## src/rtl/byte_word_packer_pkg.sv

```systemverilog
// -----------------------------------------------------------------------------
// byte_word_packer_pkg
// Shared constants for the byte packing / byte order swapping stages.
//   DATA_WIDTH_DEFAULT : default packed word width in bits
//   byte_num_of()      : byte lanes in a word of a given width
//   lane_cnt_width()   : width of a counter that indexes those lanes
// -----------------------------------------------------------------------------
package byte_word_packer_pkg;

    localparam int DATA_WIDTH_DEFAULT = 32;

    function automatic int byte_num_of(input int data_width);
        return data_width / 8;
    endfunction

    // A lane index needs at least one bit, even for a degenerate one-lane word.
    function automatic int lane_cnt_width(input int byte_num);
        return (byte_num > 1) ? $clog2(byte_num) : 1;
    endfunction

endpackage

```

## src/rtl/byte_word_packer_out_reg.sv

```systemverilog
// -----------------------------------------------------------------------------
// byte_word_packer_out_reg
// Output holding register for the packer, with valid/ready stall handling.
// The word stays stable while m_valid_o && !m_ready_i. A load may coincide
// with a transfer of the current word, which gives back-to-back words.
// Ports:
//   clk_i, rst_i   : clock, asynchronous active-high reset
//   load_i         : capture load_*_i this edge (only asserted when free_o)
//   load_data_i    : word to capture
//   load_keep_i    : lane-valid mask to capture
//   load_last_i    : end-of-packet flag to capture
//   m_ready_i      : downstream accepts the word
//   m_data_o/m_keep_o/m_last_o/m_valid_o : registered output word
//   free_o         : register can take a new word at this edge
// -----------------------------------------------------------------------------
module byte_word_packer_out_reg
    import byte_word_packer_pkg::*;
#(
    parameter int DATA_WIDTH = DATA_WIDTH_DEFAULT,
    localparam int BYTE_NUM  = byte_num_of(DATA_WIDTH)
) (
    input  logic                  clk_i,
    input  logic                  rst_i,
    input  logic                  load_i,
    input  logic [DATA_WIDTH-1:0] load_data_i,
    input  logic [BYTE_NUM-1:0]   load_keep_i,
    input  logic                  load_last_i,
    input  logic                  m_ready_i,
    output logic [DATA_WIDTH-1:0] m_data_o,
    output logic [BYTE_NUM-1:0]   m_keep_o,
    output logic                  m_last_o,
    output logic                  m_valid_o,
    output logic                  free_o
);

    logic [DATA_WIDTH-1:0] r_data;
    logic [BYTE_NUM-1:0]   r_keep;
    logic                  r_last;
    logic                  r_valid;

    // Empty, or the held word leaves at this edge.
    assign free_o = !r_valid || m_ready_i;

    // NOTE: state registers use non-blocking assignments so every flop samples
    // pre-edge values; blocking here would create order-dependent races.
    always_ff @(posedge clk_i or posedge rst_i) begin
        if (rst_i) begin
            r_data  <= '0;
            r_keep  <= '0;
            r_last  <= 1'b0;
            r_valid <= 1'b0;
        end else if (load_i) begin
            r_data  <= load_data_i;
            r_keep  <= load_keep_i;
            r_last  <= load_last_i;
            r_valid <= 1'b1;
        end else if (r_valid && m_ready_i) begin
            // Payload is left as is; only valid drops after the transfer.
            r_valid <= 1'b0;
        end
    end

    assign m_data_o  = r_data;
    assign m_keep_o  = r_keep;
    assign m_last_o  = r_last;
    assign m_valid_o = r_valid;

endmodule

```

## src/rtl/byte_word_packer.sv

```systemverilog
// -----------------------------------------------------------------------------
// byte_word_packer
// Packs a valid/ready byte stream into DATA_WIDTH-bit words, first byte in
// the lowest lane. s_last_i closes a word early (partial word, zero-filled
// unused lanes, contiguous keep). One complete word can wait in the
// accumulator while the output register is stalled.
// Ports:
//   clk_i, rst_i : clock, asynchronous active-high reset
//   s_data_i     : input byte
//   s_valid_i    : input byte valid
//   s_last_i     : input byte ends the packet
//   s_ready_o    : packer accepts a byte this cycle (registered state only)
//   m_data_o     : packed word, lane k = k-th byte of the word
//   m_keep_o     : lane-valid mask
//   m_last_o     : word carries the packet's last byte
//   m_valid_o    : output word valid
//   m_ready_i    : downstream accepts the word
// -----------------------------------------------------------------------------
module byte_word_packer
    import byte_word_packer_pkg::*;
#(
    parameter int DATA_WIDTH = DATA_WIDTH_DEFAULT,
    localparam int BYTE_NUM  = byte_num_of(DATA_WIDTH),
    localparam int CNT_W     = lane_cnt_width(BYTE_NUM)
) (
    input  logic                  clk_i,
    input  logic                  rst_i,
    input  logic [7:0]            s_data_i,
    input  logic                  s_valid_i,
    input  logic                  s_last_i,
    output logic                  s_ready_o,
    output logic [DATA_WIDTH-1:0] m_data_o,
    output logic [BYTE_NUM-1:0]   m_keep_o,
    output logic                  m_last_o,
    output logic                  m_valid_o,
    input  logic                  m_ready_i
);

    logic [DATA_WIDTH-1:0] r_acc_data;
    logic [BYTE_NUM-1:0]   r_acc_keep;
    logic                  r_acc_last;
    logic [CNT_W-1:0]      r_cnt;
    logic                  r_pending;
    logic                  r_run;      // holds s_ready_o low until the first edge after reset

    logic [DATA_WIDTH-1:0] w_acc_data_nxt;
    logic [BYTE_NUM-1:0]   w_acc_keep_nxt;
    logic                  w_in_xfer;
    logic                  w_close;
    logic                  w_out_free;
    logic                  w_load;
    logic [DATA_WIDTH-1:0] w_load_data;
    logic [BYTE_NUM-1:0]   w_load_keep;
    logic                  w_load_last;

    assign s_ready_o = r_run && !r_pending;
    assign w_in_xfer = s_valid_i && s_ready_o;
    assign w_close   = w_in_xfer && ((r_cnt == CNT_W'(BYTE_NUM - 1)) || s_last_i);

    // Accumulator contents with the incoming byte merged into lane r_cnt.
    // NOTE: every always_comb output gets a full default first, so no path
    // leaves it unassigned and no latch is inferred.
    always_comb begin
        w_acc_data_nxt                 = r_acc_data;
        w_acc_keep_nxt                 = r_acc_keep;
        w_acc_data_nxt[r_cnt*8 +: 8]   = s_data_i;
        w_acc_keep_nxt[r_cnt]          = 1'b1;
    end

    // A pending word has priority; it exists only when no byte is accepted,
    // so the two load sources are never requested together.
    assign w_load      = w_out_free && (r_pending || w_close);
    assign w_load_data = r_pending ? r_acc_data : w_acc_data_nxt;
    assign w_load_keep = r_pending ? r_acc_keep : w_acc_keep_nxt;
    assign w_load_last = r_pending ? r_acc_last : s_last_i;

    always_ff @(posedge clk_i or posedge rst_i) begin
        if (rst_i) begin
            r_acc_data <= '0;
            r_acc_keep <= '0;
            r_acc_last <= 1'b0;
            r_cnt      <= '0;
            r_pending  <= 1'b0;
            r_run      <= 1'b0;
        end else begin
            r_run <= 1'b1;
            if (r_pending) begin
                if (w_out_free) begin
                    r_acc_data <= '0;
                    r_acc_keep <= '0;
                    r_acc_last <= 1'b0;
                    r_pending  <= 1'b0;
                end
            end else if (w_close) begin
                r_cnt <= '0;
                if (w_out_free) begin
                    r_acc_data <= '0;
                    r_acc_keep <= '0;
                    r_acc_last <= 1'b0;
                end else begin
                    // Output busy: park the finished word and stop input.
                    r_acc_data <= w_acc_data_nxt;
                    r_acc_keep <= w_acc_keep_nxt;
                    r_acc_last <= s_last_i;
                    r_pending  <= 1'b1;
                end
            end else if (w_in_xfer) begin
                r_acc_data <= w_acc_data_nxt;
                r_acc_keep <= w_acc_keep_nxt;
                r_cnt      <= r_cnt + CNT_W'(1);
            end
        end
    end

    byte_word_packer_out_reg #(
        .DATA_WIDTH (DATA_WIDTH)
    ) u_out_reg (
        .clk_i       (clk_i),
        .rst_i       (rst_i),
        .load_i      (w_load),
        .load_data_i (w_load_data),
        .load_keep_i (w_load_keep),
        .load_last_i (w_load_last),
        .m_ready_i   (m_ready_i),
        .m_data_o    (m_data_o),
        .m_keep_o    (m_keep_o),
        .m_last_o    (m_last_o),
        .m_valid_o   (m_valid_o),
        .free_o      (w_out_free)
    );

endmodule

```

## config.mk

```make
export PLATFORM = sky130hd
export DESIGN_NAME = byte_word_packer
export DESIGN_NICKNAME = d
export VERILOG_FILES = /design/src/rtl/byte_word_packer_pkg.sv /design/src/rtl/byte_word_packer_out_reg.sv /design/src/rtl/byte_word_packer.sv
export SDC_FILE = /design/constraint.sdc
export NUM_CORES = 1
export LEC_CHECK = 0
export ABC_AREA = 1
export BUFFER_PORTS_ARGS = -buffer_cell sky130_fd_sc_hd__buf_2
export CORE_MARGIN = 3
export CORE_UTILIZATION = 40
export CTS_CLUSTER_DIAMETER = 120
export DETAILED_ROUTE_END_ITERATION = 7
export PLACE_DENSITY = 0.63
export SLEW_MARGIN = 20
export SYNTH_ARGS = -nofsm -noshare
export SYNTH_HDL_FRONTEND = slang
export SYNTH_SLANG_ARGS = --single-unit
```

## constraint.sdc

```tcl
create_clock -name clk_i -period 3.1 [get_ports clk_i]
set_input_delay 0.155 -clock clk_i [delete_from_list [all_inputs] [get_ports clk_i]]
set_output_delay 0.155 -clock clk_i [all_outputs]
set_load 0.02 [all_outputs]
```

# Word-level counts from Yosys, hierarchy flattened
# Index checks and enable logic that the tools add are counted.
op_classes:
  n_addsub: 2
  order_cmp: 2
  n_eq_ne: 2
  shift: 2
  mux: 27
  bitwise_logic: 2
  reduce_logical: 18
op_table:
  columns: ["op", "count"]
  rows:
  - ["$mux W32", 6]
  - ["$neg A5 Y34", 1]
  - ["$shift A8 B34 Y32 const A", 1]
  - ["$shiftx A8 B34 Y32", 1]
  - ["$bwmux W32", 1]
  - ["$mux W4", 6]
  - ["$mux W1", 11]
  - ["$logic_and A1 B1 Y1", 6]
  - ["$reduce_and A2 Y1", 3]
  - ["$reduce_bool A2 Y1", 3]
  - ["$mux W2", 2]
  - ["$or A4 B4 Y4", 1]
  - ["$logic_or A1 B1 Y1", 3]
  - ["$lt A2 B3 Y1 const B", 1]
  - ["$reduce_bool A3 Y1", 1]
  - ["$add A2 B1 Y2 const B", 1]
  - ["$demux W1 S2", 1]
  - ["$eq A2 B2 Y1 const B", 1]
  - ["$ge A2 B1 Y1 const B", 1]
  - ["$logic_not A1 Y1", 2]
  - ["$ne A2 B1 Y1 const B", 1]
  - ["$not A1 Y1", 1]
totals:
  reg_bits: 79
  inputBits: 13
  out_inout_bits: 39
  elab_cells: 65

# Depth between registers and ports, before layout
# Gate-level depths: netlist of the first run.
depth:
  depth_word: 8
  ltp_mapped: 12

# By module
# A second synthesis of the first run with hierarchy kept.
hier_totals:
  hier_cells: 569
  hier_area_um2: 4191.5
modules_own_cells:
  columns: ["mod", "instances", "cells_each", "area_each_um2", "seq_area_each_um2"]
  rows:
  - ["byte_word_packer", 1, 407, 2713.9, 1026.0]
  - ["byte_word_packer_out_reg", 1, 162, 1477.7, 950.9]

# Least setup slack after synthesis of the first run
# Ideal clock, no wire load.
synth_timing:
  kind: "register -> register"
  start: "register r_cnt[0]"
  end: "register r_acc_data[17]"
  t_arrival_ps: 1900
  slack_ps: 1118
  stages_incl_launch_ff: 11
  n_path_buf: 2
  synth_period_minus_slack_ps: 1982
  path_cell_list: "dfrtp_1 clkinv_1 ha_1 buf_2 inv_1 buf_2 nor2_1 nand3_1 nand2_1 nand2_1 o21ai_0"
synth_via:
  elab_chain_cells: 6
  word_cells_on_any_way: 13
  cone_classes: "add/sub: 1; eq/ne: 1; shift: 2; mux: 5; reduce/logical: 4"
synth_rtl:
  columns: ["item", "line_no", "source"]
  rows:
  - ["start, declared", "byte_word_packer.sv:42", "logic [CNT_W-1:0] r_cnt;"]
  - ["start signal, assigned", "byte_word_packer.sv:110", "r_cnt <= r_cnt + CNT_W'(1);"]
  - ["$neg A5 Y34", "byte_word_packer.sv:66", "w_acc_data_nxt[r_cnt*8 +: 8] = s_data_i;"]
  - ["$shiftx A8 B34 Y32 or $shift A8 B34 Y32 (tied branches)", "byte_word_packer.sv:66", null]
  - ["$bwmux W32", "byte_word_packer.sv:66", null]
  - ["$mux W32 (on tied branches)", "byte_word_packer.sv:107, byte_word_packer.sv:96", null]
  - ["$mux W32", "byte_word_packer.sv:94", "end else if (w_close) begin"]
  - ["$mux W32", "byte_word_packer.sv:87", "if (r_pending) begin"]
  - ["end signal, assigned", "byte_word_packer.sv:102", "r_acc_data <= w_acc_data_nxt;"]
  - ["end signal, assigned", "byte_word_packer.sv:108", "r_acc_data <= w_acc_data_nxt;"]
  - ["end, declared", "byte_word_packer.sv:39", "logic [DATA_WIDTH-1:0] r_acc_data;"]
# Several ways; a longest one is shown, not always the timed one. The select of a mux whose other input is x is not followed.
# A chain may end at the register's enable or synchronous reset.

# Worst setup path in the final report of the first run
layout_timing:
  start: "register r_cnt[0]"
  end: "register u_out_reg.r_data[0] (netlist: u_out_reg.m_data_o[0])"
layout_via:
  elab_chain_cells: 5
  word_cells_on_any_way: 10
  cone_classes: "add/sub: 1; eq/ne: 1; shift: 2; mux: 2; reduce/logical: 4"
layout_rtl:
  columns: ["item", "line_no", "source"]
  rows:
  - ["branches (longest 5 deep; another with $neg A5 Y34)", null, null]
  - ["end signal, assigned", "byte_word_packer_out_reg.sv:53", "r_data <= load_data_i;"]
  - ["end, declared", "byte_word_packer_out_reg.sv:36", "logic [DATA_WIDTH-1:0] r_data;"]
# Parallel ways; which one is timed is not known.

==> results.cfg, run 1 <==
[global_routing]
grt_antenna_before_repair = 0
grt_pass1_wl_mm = 16.10
grt_start_max_net_pins = 80
grt_usage = 0.1744
overflow = 0
grt_pass1_vias = 3350

[finish]
seq_area_um2 = 1977
diodes = 0
area_delta_synth_final_pct = 12.44
multi_input_area_um2 = 1792
fillCellCount = 1052
stdcell_count = 731
drive_gt1_frac = 0.1288
nets = 617

[critical_path]
critPathSlowestCell = dfrtp_1
rr_worst_depth = 9
reg2reg_from = r_cnt[0]
rr_endpoint = u_out_reg.m_data_o[0]
critPathRequiredTime_ns = 3.38
worstSetupEndpointType = flip-flop
worst_setup_path_start_kind = flip-flop
worstSetupStartpoint = r_cnt[0]
cpPeakStageDelay_ns = 0.71
crit_top_cell = nand2_1
crit_chain = clkinv_1 -> ha_1 -> inv_1 -> nand2_1 -> o21ai_0 -> nand2_1 -> nand2_1 -> nand2_1 -> nand2_1
arrival_ns = 2.73
path_class = flip-flop to flip-flop
rrSetupSlack_ns = 0.65
cp_max_fo = 19

[place]
port_buffers = 51
hpwl_mm = 6.212
dp_cells = 717
gp_congestion = 0.9568

[synth]
synthDistinctLibCells = 27
syn_inst = 555
synth_top_cells_by_count = nand2_1 (246), dfrtp_1 (79), nor2_1 (49), o21ai_0 (37), inv_1 (36)
synth_edf_count = 0
synth_seq_area_share = 0.4877
synth_most_common_cell = nand2_1
syn-cell-area_um2 = 4054
yosys.area.top_type_share = 0.4877
syn_nets = 576
syn_area_per_cell_um2 = 7.304
yosys-top-cells-area = dfrtp_1 (49%), nand2_1 (23%), o21ai_0 (4.6%)
async_flop_share = 1.000
synth-seq-cells = 79
ys.flop_type = dfrtp_1
yosys.area.top_type = dfrtp_1
ys_warn_count = 0

[hold_path]
hold-path-cell-count = 4
worstHoldPathType = input port to flip-flop
hold_path_end = r_pending
min_from = m_ready_i

[sta]
min_period_ns = 2.449
fin_setup_tns_ns = 0
slew_violations = 0
slew_headroom = 0.5310
fmax_mhz = 408.4
fin_worst_skew_ns = 0.01087
finalCritPeriodShare = 0.7899
rsz0062_at_grt = false
tightest_slew_ns = 0.7027
setup_viol = 0
hold_viol = 0

[clocking]
post-cts-setup-buffers = 0
cts_inserted_buffers = 9
cts_root_buf = clkbuf_8
post_cts_resized = 0
clk_pin_slew_ns = 0.07
insertion_delay_ns = 0.34
cts.sinks = 79
cts_tree = done
h-tree-depth = 3
cts_buffer_depth = 2
cts_hold_buf = 1

[die]
initial_utilization = 0.4128
dieArea_um2 = 11380
ios = 52
rows = 36
die_w_um = 106.7
fp.coreArea_um2 = 9819
die_h_um = 106.7

[power_and_ir_drop]
ir_drop_mv = 0.3352
power_density_nw_per_um2 = 797.0
leakagePower_uw = 0.002444
total_power_uw = 3633

[drt]
route.detailed.drc = 0
wl_per_cell_um = 12.75
drt_first_pass_iters = 5
vias_per_cell = 4.836
drt_iter0_drc = 206
vias = 3535
drt-total-wl_mm = 9.320
ant_nets = 0

[job]
maxCapViolations = 0

[run_status]
outcome = finished clean
==> how the worst max path moves through the flow <==
stage / end / cells after the start / slack (ns)
3_5_place_dp: u_out_reg.m_data_o[5] / 9 / 0.70
2_1_floorplan: r_acc_data[0] / 1 / 0.92
5_1_grt: u_out_reg.m_data_o[3] / 9 / 0.39
6_report: u_out_reg.m_data_o[0] / 9 / 0.65
4_1_cts: u_out_reg.m_data_o[5] / 9 / 0.69
3_3_place_gp: u_out_reg.m_data_o[0] / 9 / 0.74
==> area by class of cell <==
| class | count | share of cell area |
|---|---|---|
| sequential | 79 | 0.4337 |
| multi-input combinational | 409 | 0.3931 |
| timing repair buffer | 58 | 0.07082 |
| tap | 133 | 0.03651 |
| inverter | 39 | 0.03267 |
| clock buffer | 11 | 0.03102 |
| clock inverter | 2 | 0.002196 |
==> registers in the layout, indices dropped and copies added (netlist names) <==
register             cells
u_out_reg.m_data_o      32
r_acc_data              32
r_acc_keep               4
r_run                    1
u_out_reg.m_keep_o       4
u_out_reg.m_last_o       1
r_cnt                    2
r_acc_last               1
u_out_reg.m_valid_o      1
r_pending                1
==> cell families (layout without fill, tap and decap cells) <==
family,Yosys count,count (layout),synth area share
adder cells (fa/ha/maj),8,8,0.02469
other,1,1,0.0009250
flip-flops,79,79,0.4877
AND/OR/NAND/NOR,319,319,0.3065
buffers and inverters,67,110,0.07037
AO/OA/AOI/OAI,81,81,0.1099
==> layout by cell type (no fill, tap or decap) <==
| cell type | synthesis | layout |
|---|---|---|
| o21ai_2 | 1 | 1 |
| nor2_2 | 1 | 1 |
| o31ai_1 | 1 | 1 |
| a21oi_1 | 19 | 19 |
| inv_1 | 36 | 35 |
| ha_1 | 8 | 8 |
| nor2_4 | 1 | 1 |
| nand4_1 | 1 | 1 |
| clkbuf_8 | 0 | 10 |
| inv_2 | 1 | 2 |
| nand2_1 | 246 | 246 |
| nand3_1 | 19 | 19 |
| o22ai_1 | 12 | 12 |
| nand2_2 | 1 | 1 |
| o221ai_1 | 1 | 1 |
| clkinv_1 | 1 | 1 |
| clkbuf_1 | 8 | 1 |
| clkinv_2 | 0 | 2 |
| buf_2 | 16 | 51 |
| o21ai_1 | 4 | 4 |
| dfrtp_1 | 79 | 79 |
| inv_4 | 1 | 1 |
| buf_4 | 3 | 5 |
| o21ai_0 | 37 | 37 |
| o21bai_1 | 6 | 6 |
| nand3_2 | 1 | 1 |
| dlygate4sd3_1 | 0 | 1 |
| nor2_1 | 49 | 49 |
| buf_12 | 0 | 1 |
| conb_1 | 1 | 1 |
==> layer usage <==
metal	wire length [um]	vias to the layer above	track usage
li1	-	1810	-
met1	4580	1619	0.2502
met2	4183	93	0.2707
met3	417	13	0.02288
met4	138	0	0.06393
met5	0	-	0
==> per-stage QoR <==
step	utilization	worst slack (ns)	hold WS (ns)	cell area [um2]
2_1_floorplan	-	0.9216	0.3247	4054
6_report	0.4642	0.6514	0.1381	4558
5_1_grt	0.4642	0.3861	0.1486	4558
3_5_place_dp	0.4478	0.7020	0.2861	4397
3_3_place_gp	0.4478	0.7363	0.2862	4397
4_1_cts	0.4642	0.6879	0.1204	4558
==> where the power goes <==
part	total, uW	switching (uW)	internal [uW]
Combinational	1420	930	492
Sequential	1580	201	1380
Clock	634	337	297
Total	3630	1470	2170
==> worst max-delay path, delay by kind of cell (launching register included) <==
kind / cells / cell delay, ns
AND/OR/NAND/NOR: 5 / 0.48
adder cells (fa/ha/maj): 1 / 0.46
flip-flops: 1 / 0.71
buffers and inverters: 2 / 0.49
AO/OA/AOI/OAI: 1 / 0.27
No activity file was read; power rests on OpenSTA's default activity.
==> run 2, diff against run 1 <==
- PLACE_DENSITY: 0.63 -> 0.65
- clock period: 3.1 -> 2 ns (I/O delays scaled with it)
==> run 2 against run 1 <==
Net effect: cell count increased by 1.8%; first-iteration DRC count grew 21%; critical path depth down 1; hold slack got worse by 0.091 ns; via count is 4.2% higher; count of clock-buffer cells in the layout rose by 1; register-to-register slack worse by 0.46 ns; sequential share of layout area shrank 1.4 points; routed wire length increased by 8.0%; core utilization grew 1.5 points; clock skew down 0.0044 ns; die area did not move; critical path type unchanged; highest routed layer unchanged.
==> results.cfg, run 2 (synthesized netlist as in run 1, its figures left out) <==
[critical_path]
cp_max_fo = 8
path_class = flip-flop to flip-flop
rrSetupSlack_ns = 0.19
crit_family = simple AND/OR/NAND/NOR gates
arrival_ns = 2.11
rr_worst_depth = 8
cpPeakStageDelay_ns = 0.42
worst_setup_path_start_kind = flip-flop
worstSetupEndpointType = flip-flop
critPathRequiredTime_ns = 2.30
critPathSlowestCell = dfrtp_1
rr_endpoint = u_out_reg.m_data_o[23]
path_buf_inv = 1
crit_top_cell = nand2_1
reg2reg_from = r_cnt[0]
crit_chain = clkinvlp_4 -> ha_1 -> nand3_1 -> o21bai_1 -> nand2_1 -> nand2_1 -> nand2_1 -> nand2_1

[drt]
drt_iter0_drc = 249
ant_nets = 0
drt-total-wl_mm = 10.07
wl_per_cell_um = 13.53
drt_first_pass_iters = 5
vias_per_cell = 4.949
route.detailed.drc = 0
vias = 3682

[clocking]
cts.sinks = 79
cts_inserted_buffers = 9
clk_pin_slew_ns = 0.08
cts_tree = done
post-cts-setup-buffers = 0
h-tree-depth = 3
insertion_delay_ns = 0.35
cts_root_buf = clkbuf_8
cts_buffer_depth = 2

[power_and_ir_drop]
leakagePower_uw = 0.002511
seq_power_share = 0.408
pwr-share-clk = 0.205
total_power_uw = 5991
ir_drop_mv = 0.4635
p_sw_uw = 2406
comb_power_share = 0.387
power_density_nw_per_um2 = 1272
p_sw_frac = 0.4016
internal_power_uw = 3585

[hold_path]
hold_path_end = r_pending
min_from = m_ready_i
worstHoldPathType = input port to flip-flop
hold-path-cell-count = 4

[run_status]
outcome = finished clean

[place]
port_buffers = 51
gp_congestion = 0.9393
hpwl_mm = 6.921

[sta]
rsz0062_at_grt = false
fin_worst_skew_ns = 0.006450
fmax_mhz = 553.2
fin_setup_tns_ns = 0
setup_viol = 0
finalCritPeriodShare = 0.9038
min_period_ns = 1.808
slew_violations = 0
hold_viol = 0

[die]
fp.coreArea_um2 = 9819
dieArea_um2 = 11380
initial_utilization = 0.4128
ios = 52
die_w_um = 106.7
rows = 36
die_h_um = 106.7

[global_routing]
grt_pass1_wl_mm = 17.08
grt_pass1_vias = 3605
grt_antenna_before_repair = 0
grt_start_max_net_pins = 80
grt_usage = 0.1865
overflow = 0

[finish]
diodes = 0
mostFrequentLayoutCell = nand2_1
nets = 628
drive_gt1_frac = 0.1538
multi_input_area_um2 = 1794
fillCellCount = 1025
layout_common_cells = nand2_1 (246), dfrtp_1 (79), buf_2 (51)
seq_area_um2 = 1977
area_delta_synth_final_pct = 16.17

[job]
maxCapViolations = 0
==> run 2: area by class of cell <==
| cell class | instances | area share |
|---|---|---|
| clock buffers | 12 | 0.03294 |
| clock inverters | 3 | 0.009033 |
| inverters | 39 | 0.03321 |
| multi-input cells | 409 | 0.3810 |
| flip-flops and latches | 79 | 0.4198 |
| well taps | 133 | 0.03533 |
| repair buffers | 69 | 0.08874 |
==> run 2: power by group through the flow <==
stage          clock network [uW]  logic, uW  registers, uW
3_3_place_gp                    0       2270           2440
4_1_cts                      1260       2340           2440
3_5_place_dp                    0       2320           2470
6_report                     1230       2320           2440
5_1_grt                      1310       2630           2520
2_1_floorplan                   0       1250           2810
==> run 2: worst max path at each step <==
stage,to,from,cells past startpoint
6_report,u_out_reg.m_data_o[23],r_cnt[0],8
5_1_grt,u_out_reg.m_data_o[9],r_cnt[0],9
4_1_cts,u_out_reg.m_data_o[9],r_cnt[0],9
3_5_place_dp,u_out_reg.m_data_o[9],r_cnt[0],9
3_3_place_gp,u_out_reg.m_data_o[5],r_cnt[0],9
2_1_floorplan,r_acc_data[17],r_cnt[0],10
==> run 2: worst min-delay path, delay by kind of cell <==
kind	cells	cell delay (ns)
buf+inv	2	0.16
simple gates	2	0.10
==> run 2: metrics by stage <==
stage / utilization / instances / instance area (um2) / worst slack, ns / hold WS [ns]
2_1_floorplan: - / 555 / 4058 / 0.01757 / 0.2697
3_3_place_gp: 0.4578 / 728 / 4496 / 0.2084 / 0.2546
3_5_place_dp: 0.4578 / 728 / 4496 / 0.1368 / 0.2582
4_1_cts: 0.4790 / 744 / 4703 / 0.1148 / 0.03095
5_1_grt: 0.4796 / 744 / 4710 / 0.002027 / 0.05248
6_report: 0.4796 / 744 / 4710 / 0.1924 / 0.04740
==> run 2: metal layers <==
layer	vias to the layer above	global-route usage	part of all wire
li1	1838	-	-
met1	1725	0.2552	0.47
met2	99	0.2873	0.46
met3	20	0.02649	0.044
met4	0	0.09863	0.027
met5	-	0	0
==> run 2: repair_timing <==
item                                    4_1_cts  5_1_grt
resized for setup                             0        4
endpoints found under the setup margin        0       21
endpoints found under the hold margin        79        0
hold buffers                                  1        0
